### config.mk
export PLATFORM = sky130hd
export DESIGN_NAME = sseg_scan_flat
export DESIGN_NICKNAME = d
export VERILOG_FILES = /design/src/rtl/sseg_pkg.sv /design/src/rtl/sseg_scan_if.sv /design/src/rtl/sseg_scan_hex7seg.sv /design/src/rtl/sseg_scan.sv /design/src/flat_wrapper.sv
export SDC_FILE = /design/constraint.sdc
export NUM_CORES = 1
export LEC_CHECK = 0
export ABC_CLOCK_PERIOD_IN_PS = 7000
export BUFFER_PORTS_ARGS = -buffer_cell sky130_fd_sc_hd__buf_4
export CAP_MARGIN = 25
export CORE_ASPECT_RATIO = 0.5
export CORE_UTILIZATION = 50
export CTS_CLUSTER_SIZE = 28
export DETAILED_ROUTE_END_ITERATION = 7
export PLACE_DENSITY = 0.74
export REMOVE_ABC_BUFFERS = 1
export SETUP_SLACK_MARGIN = 0.3
export SYNTH_ARGS = -nofsm -noshare
export SYNTH_HDL_FRONTEND = slang
export SYNTH_HIERARCHICAL = 1
export SYNTH_SLANG_ARGS = --single-unit
### constraint.sdc
create_clock -name clk -period 7 [get_ports clk]
set_input_delay 1.05 -clock clk [delete_from_list [all_inputs] [get_ports clk]]
set_output_delay 1.05 -clock clk [all_outputs]
set_load 0.01 [all_outputs]
### src/rtl/sseg_pkg.sv
// Shared constants and types for the seven-segment scan driver.
package sseg_pkg;

   localparam int NDIGITS = 8;

   typedef logic [6:0] seg_t;

   // Active-high segment patterns, bit 0 = a ... bit 6 = g.
   localparam seg_t HEX_SEG [16] = '{
      7'h3F, 7'h06, 7'h5B, 7'h4F,
      7'h66, 7'h6D, 7'h7D, 7'h07,
      7'h7F, 7'h6F, 7'h77, 7'h7C,
      7'h39, 7'h5E, 7'h79, 7'h71
   };

   // One complete frame of display data.
   typedef struct packed {
      logic [4*NDIGITS-1:0] val;
      logic [NDIGITS-1:0]   dp;
      logic [NDIGITS-1:0]   en;
   } frame_t;

endpackage

### src/rtl/sseg_scan_if.sv
// Core-side load bus and display pins of the seven-segment scan driver.
interface sseg_scan_if;
   import sseg_pkg::*;

   logic                 load;
   logic [4*NDIGITS-1:0] value;
   logic [NDIGITS-1:0]   dp_in;
   logic [NDIGITS-1:0]   en_in;
   logic [NDIGITS-1:0]   an;
   seg_t                 seg;
   logic                 dp;
   logic                 frame_tick;

   modport master (
      output load, value, dp_in, en_in,
      input  an, seg, dp, frame_tick
   );

   modport slave (
      input  load, value, dp_in, en_in,
      output an, seg, dp, frame_tick
   );

endinterface

### src/rtl/sseg_scan_hex7seg.sv
// Combinational hex nibble to active-high segment pattern decoder.
module hex7seg
   import sseg_pkg::*;
(
   input  logic [3:0] nibble,
   output seg_t       seg_on
);

   assign seg_on = HEX_SEG[nibble];

endmodule

### src/rtl/sseg_scan.sv
// Eight-digit multiplexed seven-segment driver with blanking and
// frame-synchronous data update.
module sseg_scan
   import sseg_pkg::*;
#(
   parameter int N     = 17,
   parameter int BLANK = 1024
)(
   input  logic        clk,
   input  logic        reset,
   sseg_scan_if.slave  bus
);

   localparam logic [N-1:0] Q_MAX   = '1;
   localparam logic [N:0]   BLANK_V = (N+1)'(BLANK);

   logic [N-1:0]         q;
   logic [2:0]           d;
   logic                 boundary;
   logic                 pend;
   frame_t               pend_set;
   frame_t               act_set;
   frame_t               in_set;
   logic [3:0]           cur_nib;
   seg_t                 cur_seg;
   logic                 lit;
   logic [NDIGITS-1:0]   an_r;
   seg_t                 seg_r;
   logic                 dp_r;
   logic                 tick_r;

   assign in_set   = '{val: bus.value, dp: bus.dp_in, en: bus.en_in};
   assign boundary = (d == 3'd7) && (q == Q_MAX);
   assign cur_nib  = act_set.val[{d, 2'b00} +: 4];
   assign lit      = ({1'b0, q} >= BLANK_V) && act_set.en[d];

   hex7seg u_hex (
      .nibble (cur_nib),
      .seg_on (cur_seg)
   );

   // Slot prescaler and digit index; the digit advances on the last slot cycle.
   always_ff @(posedge clk or posedge reset) begin
      if (reset) begin
         q <= '0;
         d <= '0;
      end else begin
         q <= q + 1'b1;
         if (q == Q_MAX)
            d <= d + 3'd1;
      end
   end

   // Pending capture: loads outside the boundary cycle wait here, last one wins.
   always_ff @(posedge clk or posedge reset) begin
      if (reset) begin
         pend     <= 1'b0;
         pend_set <= '0;
      end else if (boundary) begin
         pend     <= 1'b0;
      end else if (bus.load) begin
         pend     <= 1'b1;
         pend_set <= in_set;
      end
   end

   // Active set changes only at the frame boundary; a load in that cycle wins.
   always_ff @(posedge clk or posedge reset) begin
      if (reset) begin
         act_set <= '0;
      end else if (boundary) begin
         if (bus.load)
            act_set <= in_set;
         else if (pend)
            act_set <= pend_set;
      end
   end

   // Registered display pins and frame tick; dark during blanking or disabled digit.
   always_ff @(posedge clk or posedge reset) begin
      if (reset) begin
         an_r   <= '1;
         seg_r  <= '1;
         dp_r   <= 1'b1;
         tick_r <= 1'b0;
      end else begin
         an_r   <= lit ? ~(8'd1 << d) : 8'hFF;
         seg_r  <= lit ? ~cur_seg : 7'h7F;
         dp_r   <= lit ? ~act_set.dp[d] : 1'b1;
         tick_r <= boundary && (bus.load || pend);
      end
   end

   assign bus.an         = an_r;
   assign bus.seg        = seg_r;
   assign bus.dp         = dp_r;
   assign bus.frame_tick = tick_r;

endmodule

### src/flat_wrapper.sv
// flat-port wrapper written by rule: the top's interface ports become plain ports
module sseg_scan_flat import sseg_pkg::*;
#(
   parameter int N     = 17,
   parameter int BLANK = 1024
)
  (clk, reset, bus_load, bus_value, bus_dp_in, bus_en_in, bus_an, bus_seg, bus_dp, bus_frame_tick);
  sseg_scan_if bus_i ();
  input  logic clk;
  input  logic reset;
  input wire logic [$bits(bus_i.load)-1:0] bus_load;
  input wire logic [$bits(bus_i.value)-1:0] bus_value;
  input wire logic [$bits(bus_i.dp_in)-1:0] bus_dp_in;
  input wire logic [$bits(bus_i.en_in)-1:0] bus_en_in;
  output wire logic [$bits(bus_i.an)-1:0] bus_an;
  output wire logic [$bits(bus_i.seg)-1:0] bus_seg;
  output wire logic [$bits(bus_i.dp)-1:0] bus_dp;
  output wire logic [$bits(bus_i.frame_tick)-1:0] bus_frame_tick;
  assign bus_i.load = bus_load;
  assign bus_i.value = bus_value;
  assign bus_i.dp_in = bus_dp_in;
  assign bus_i.en_in = bus_en_in;
  assign bus_an = bus_i.an;
  assign bus_seg = bus_i.seg;
  assign bus_dp = bus_i.dp;
  assign bus_frame_tick = bus_i.frame_tick;
  sseg_scan #(.N(N), .BLANK(BLANK)) u_core (.clk(clk), .reset(reset), .bus(bus_i));
endmodule
Yosys cells after proc, flatten, opt, wreduce, memory -nomap -nowiden
Memory sizes are Yosys's and may differ from the RTL's.
Cells that the tools add are included.

cells by class
  add/subtract/negate cells = 2
  $lt $le $gt $ge = 3
  eq/ne operators = 2
  shift operators = 2
  multiplexer cells = 13
  bitwise logic cells = 5
  reduce and logical (&&, ||, !) cells = 8

operators with widths
  cell                   number
  $mux 48                2
  $shiftx 32x6->4        1
  $mux 7                 3
  $add 17x1->17 const B  1
  $eq 17x17->1 const B   1
  $ge 17x11->1 const B   1
  $mux 8                 1
  $not 8->8              1
  $shl 1x3->8 const A    1
  $not 7->7              1
  $bmux 1 s3             2
  $ge 5x5->1 const B     1
  $mux 1                 5
  $not 4->5              1
  $lt 3x4->1 const B     1
  $reduce_and 2->1       2
  $reduce_bool 2->1      2
  $add 3x1->3 const B    1
  $eq 3x3->1 const B     1
  $logic_and 1x1->1      3
  $not 1->1              2
  $logic_or 1x1->1       1

word-level totals
  bits in registers = 134
  memory bits (read-only) = 112
  bits of input ports = 51
  output and inout port bits = 17
  word-level logic and storage cells = 49
  memories = 1

memory list
  memory            depth  width  read ports  clocked after memory_dff  write ports  RTL line                source
  (name not given)  16     7      1           0                         0            sseg_scan_hex7seg.sv:9  assign seg_on = HEX_SEG[nibble];

Depth between registers and ports, before layout
  depth in word-level cells = 7
  gate-level depth with buffers = 12
  depth with buffers taken out = 9

By module
Netlist, hierarchy kept.

by module, submodules not included
  module     instances  cells each  area each (µm²)  sequential area each (µm²)
  sseg_scan  1          470         5844.4           3373.2
  hex7seg    1          33          290.3            0.0

Worst setup path before layout
Ideal clock, no wire load.

  kind = flip-flop to flip-flop
  start point = register u_core.d[0]
  end point = register u_core.seg_r[3], in the netlist u_core/bus.seg[3]
  setup time = 0.060 ns
  arrival = 2.368 ns
  data required time = 6.940 ns
  slack = 4.571 ns
  cell stages (with the launch flop) = 11
  buffers on the path = 2
  period minus slack after synthesis = 2.429 ns
  path through = dfrtp_1 -> buf_6 -> buf_2 -> mux4_2 -> nand2_1 -> nand2_1 -> inv_1 -> ha_1 -> inv_1 -> mux4_1 -> nand2_1

between the ends
  longest elaborated chain between the ends = 7
  elaborated cells between the ends (all ways) = 10
  classes of those cells = 1 x shift; 5 x mux; 2 x bitwise; 1 x reduce/logical; 1 x memory

RTL lines
  item                                       RTL line                source
  start, declared                            sseg_scan.sv:18         logic [2:0] d;
  start signal, assigned                     sseg_scan.sv:50         d <= d + 3'd1;
  $shiftx 32x6->4                            sseg_scan.sv:34         assign cur_nib = act_set.val[{d, 2'b00} +: 4];
  named net u_core.cur_nib[1]                sseg_scan.sv:24         logic [3:0] cur_nib;
  $not 4->5 (implied by the code)            sseg_scan_hex7seg.sv:9
  $mem_v2 16x7                               -
  $mux 7 (implied by the code) (2 in a row)  sseg_scan_hex7seg.sv:9
  named net u_core.cur_seg[3]                sseg_scan.sv:25         seg_t cur_seg;
  $not 7->7                                  sseg_scan.sv:88         seg_r <= lit ? ~cur_seg : 7'h7F;
  $mux 7                                     sseg_scan.sv:88
  end signal, assigned                       sseg_scan.sv:88
  end, declared                              sseg_scan.sv:28         seg_t seg_r;

The timed path passes the listed nets, and every way through them passes these cells. The select of a mux whose other input is x is not followed.
A chain may end at the register's enable or synchronous reset.

Worst setup path after layout
  start point = input bus_load
  end point = register u_core/pend_set[25] (netlist name)

between the ends
  longest elaborated chain between the ends = 1

RTL lines
  item                        RTL line            source
  start, declared             flat_wrapper.sv:11  input wire logic [$bits(bus_i.load)-1:0] bus_load;
  $reduce_and 2->1 (no line)  -
  end signal, assigned        sseg_scan.sv:63     pend_set <= in_set;
  end, declared               sseg_scan.sv:21     frame_t pend_set;

Every way passes these cells.

==> run_results.csv <==
group,metric,value,unit
status,outcome,"finished clean",
sta,relSlewSlack,0.3161,
route,finalWirelength,11.60,mm
final_layout,n_fill_cell,928,
final_layout,final_common_cell,"dfrtp_1",
synthesis,synth.area.mux_share,0.2217,
pwr,power_leakage,3.348,nW
synthesis,synth.distinct_cells,37,
synthesis,synth_seq_cells,134,
critical_path,critical_path.startpoint_type,"input pin",
synthesis,synth_edf_count,0,
clock_network,clock_latency,0.42,ns
sta,holdWs,0.4791,ns
final_layout,n_antenna_cell,0,
synthesis,yosys.area_share.simple,0.08342,
clock_network,numCtsBuffers,17,
clock_network,post_cts_resize_count,0,
sta,hold_violations,0,
clock_network,ctsHoldBuffers,0,
critical_path,arrival,3.03,ns
clock_network,postCtsSetupRepairBufs,0,
final_layout,fin_nets,632,
synthesis,synth_top_family_by_area,"multiplexers",
critical_path,r2r_setup_slack,4.29,ns
sta,period_needed,2.739,ns
die,core_area,11880,um^2
final_layout,syn_to_final_growth,20.66,%
route,wl_per_cell,15.61,um
worst_hold_path,hp-class,"flip-flop to flip-flop",
clock_network,htreeDepth,4,
global_routing,first_global_vias,3930,
flow_run,maxCapViolCount,0,
synthesis,syn-instance-count,503,
route,drt_first_pass_iters,6,
global_routing,grt_max_degree,98,
global_routing,grt_pass1_wl,19.59,mm
place,dp_hpwl,7.108,mm
synthesis,syn_area,6135,um^2
sta,rsz0062_at_grt,"false",
final_layout,multiInputGateArea,2587,um^2
die,num_rows,28,
die,die_y,80.33,um
clock_network,cts_tree,"done",
route,ant_nets,0,
pwr,p_switching,0.4062,mW
synthesis,synth-main-ff-cell,"dfrtp_1",
final_layout,regArea,3373,um^2
pwr,internal_power,1.462,mW
synthesis,yosys_warnings,6,
sta,finalCritPeriodShare,0.3912,
sta,setup_tns,0,ns
pwr,irDropWorstVdd,0.1759,mV
place,port_buffers,67,
clock_network,ctsLongestPathBuffers,2,
place,place.gp.congestion,0.7752,
pwr,seqPwrFrac,0.437,
pwr,power_frac_comb,0.058,
route,vias,3880,
final_layout,drive_above_1_share,0.3183,
die,start_util,0.5165,
die,ioPinCount,68,
route,routed_via_density,5.222,
die,fp.dieW,158.6,um
final_layout,final_cell_mix,"dfrtp_1 (118), nand2_1 (80), buf_4 (71), mux2i_1 (50), mux2_2 (50)",
sta,setup_violations,0,
global_routing,grt_overflow_total,0,
pwr,power.share.clock,0.504,
sta,fmaxAchievable,0.3652,GHz
critical_path,cp_data_required_time,7.29,ns
sta,tightest_slew,1.026,ns
sta,skew,0.01316,ns
synthesis,synth_compound_area_frac,0.05935,
synthesis,ys_async_sr_fraction,1.000,
clock_network,clock_sinks,134,
pwr,swShare,0.2174,
die,die-area,12740,um^2
clock_network,path_clk_slew,0.06,ns
critical_path,crit_type,"input pin to flip-flop",
synthesis,avgSynthCellArea,12.20,um^2
route,drt_iter0_markers,245,
sta,final_max_slew_viol_count,0,
synthesis,synth_fa_ha_area_frac,0.03263,
clock_network,clockRootBuffer,"clkbuf_16",
route,drc,0,
critical_path,crit_path_end_kind,"flip-flop",
pwr,p_per_area,252.4,nW/um^2
synthesis,yosysSeqAreaShare,0.5499,
synthesis,synth_xor_area_frac,0.02142,
global_routing,antenna_found_initial,0,
critical_path,crit_fanout,51,
global_routing,grt_usage,0.2060,
==> synthesized netlist by cell type (6+ instances only) <==
master,n,area (um^2)
o21ai_0,49,245.2
ha_1,16,200.2
nand3_1,14,70.07
clkbuf_1,13,48.80
nor2_1,10,37.54
dfrtp_1,118,2953
mux2i_1,50,500.5
nand2_1,80,300.3
mux2_2,50,563.0
mux4_2,9,202.7
dfstp_2,16,420.4
buf_2,11,55.05
inv_1,12,45.04
xnor2_1,9,78.83
xor2_1,6,52.55
==> state kept, by name, summed over array words and instances (netlist names) <==
signal,flops
u_core/q,17
u_core/bus.dp,1
u_core/pend,1
u_core/bus.an,8
u_core/bus.frame_tick,1
u_core/bus.seg,7
u_core/pend_set,48
u_core/d,3
u_core/act_set,48
==> worst paths after layout <==
check / start / to / depth (start not counted)
worst max register to register: u_core/d[2] / u_core/bus.seg[3] / 8
worst min-delay path: u_core/act_set[10] / u_core/act_set[10] / 2
worst min register to register: u_core/act_set[10] / u_core/act_set[10] / 2
max in group asynchronous: reset / u_core/bus.seg[3] / 4
worst max-delay path: bus_load / u_core/pend_set[25] / 4
min in group asynchronous: reset / u_core/bus.frame_tick / 2
==> cell families (layout without fill, tap and decap cells) <==
logic type | Yosys count | count (layout)
multiplexers | 113 | 113
XOR/XNOR | 15 | 15
adder cells (fa/ha/maj) | 16 | 16
buffers and inverters | 42 | 117
AO/OA/AOI/OAI | 62 | 62
AND/OR/NAND/NOR | 121 | 121
flip-flops | 134 | 134
==> metrics by stage <==
stage / instance area, um^2 / std cells / util / setup slack [ns] / total power, mW
after global placement: 6751 / 710 / 0.5685 / 3.908 / 0.9352
final: 7402 / 743 / 0.6233 / 4.261 / 1.868
after detailed placement: 6751 / 710 / 0.5685 / 3.876 / 0.9395
after floorplan: 5989 / 474 / - / 1.634 / 0.8924
after global routing: 7402 / 743 / 0.6233 / 4.032 / 1.931
after CTS: 7382 / 742 / 0.6216 / 4.298 / 1.883
==> worst max-delay path, cell delays in order <==
cell and delay, ns:
buf_4 0.66, a21boi_4 0.28, buf_4 0.54, mux2_2 0.42
==> power groups by stage <==
stage / Combinational [mW] / Sequential, mW / Clock (mW)
after floorplan: 0.0663 / 0.826 / 0
after global placement: 0.107 / 0.829 / 0
after detailed placement: 0.109 / 0.830 / 0
after CTS: 0.110 / 0.817 / 0.956
after global routing: 0.121 / 0.820 / 0.990
final: 0.109 / 0.817 / 0.942
==> final cells by class <==
| cell class | count | area share |
|---|---|---|
| repair buffers | 72 | 0.07471 |
| multi-input cells | 327 | 0.3496 |
| well taps | 165 | 0.02789 |
| inverters | 13 | 0.006930 |
| clock buffers | 18 | 0.05798 |
| clock inverters | 14 | 0.02721 |
| flip-flops and latches | 134 | 0.4557 |
==> routing by layer <==
metal / global-route usage / wire, um / vias up
met5: 0 / 0 / -
met4: 0.07019 / 136 / 0
met3: 0.05343 / 362 / 13
met2: 0.3175 / 5451 / 55
met1: 0.2836 / 5651 / 1939
li1: - / - / 1873
No activity file was read; power rests on OpenSTA's default activity.
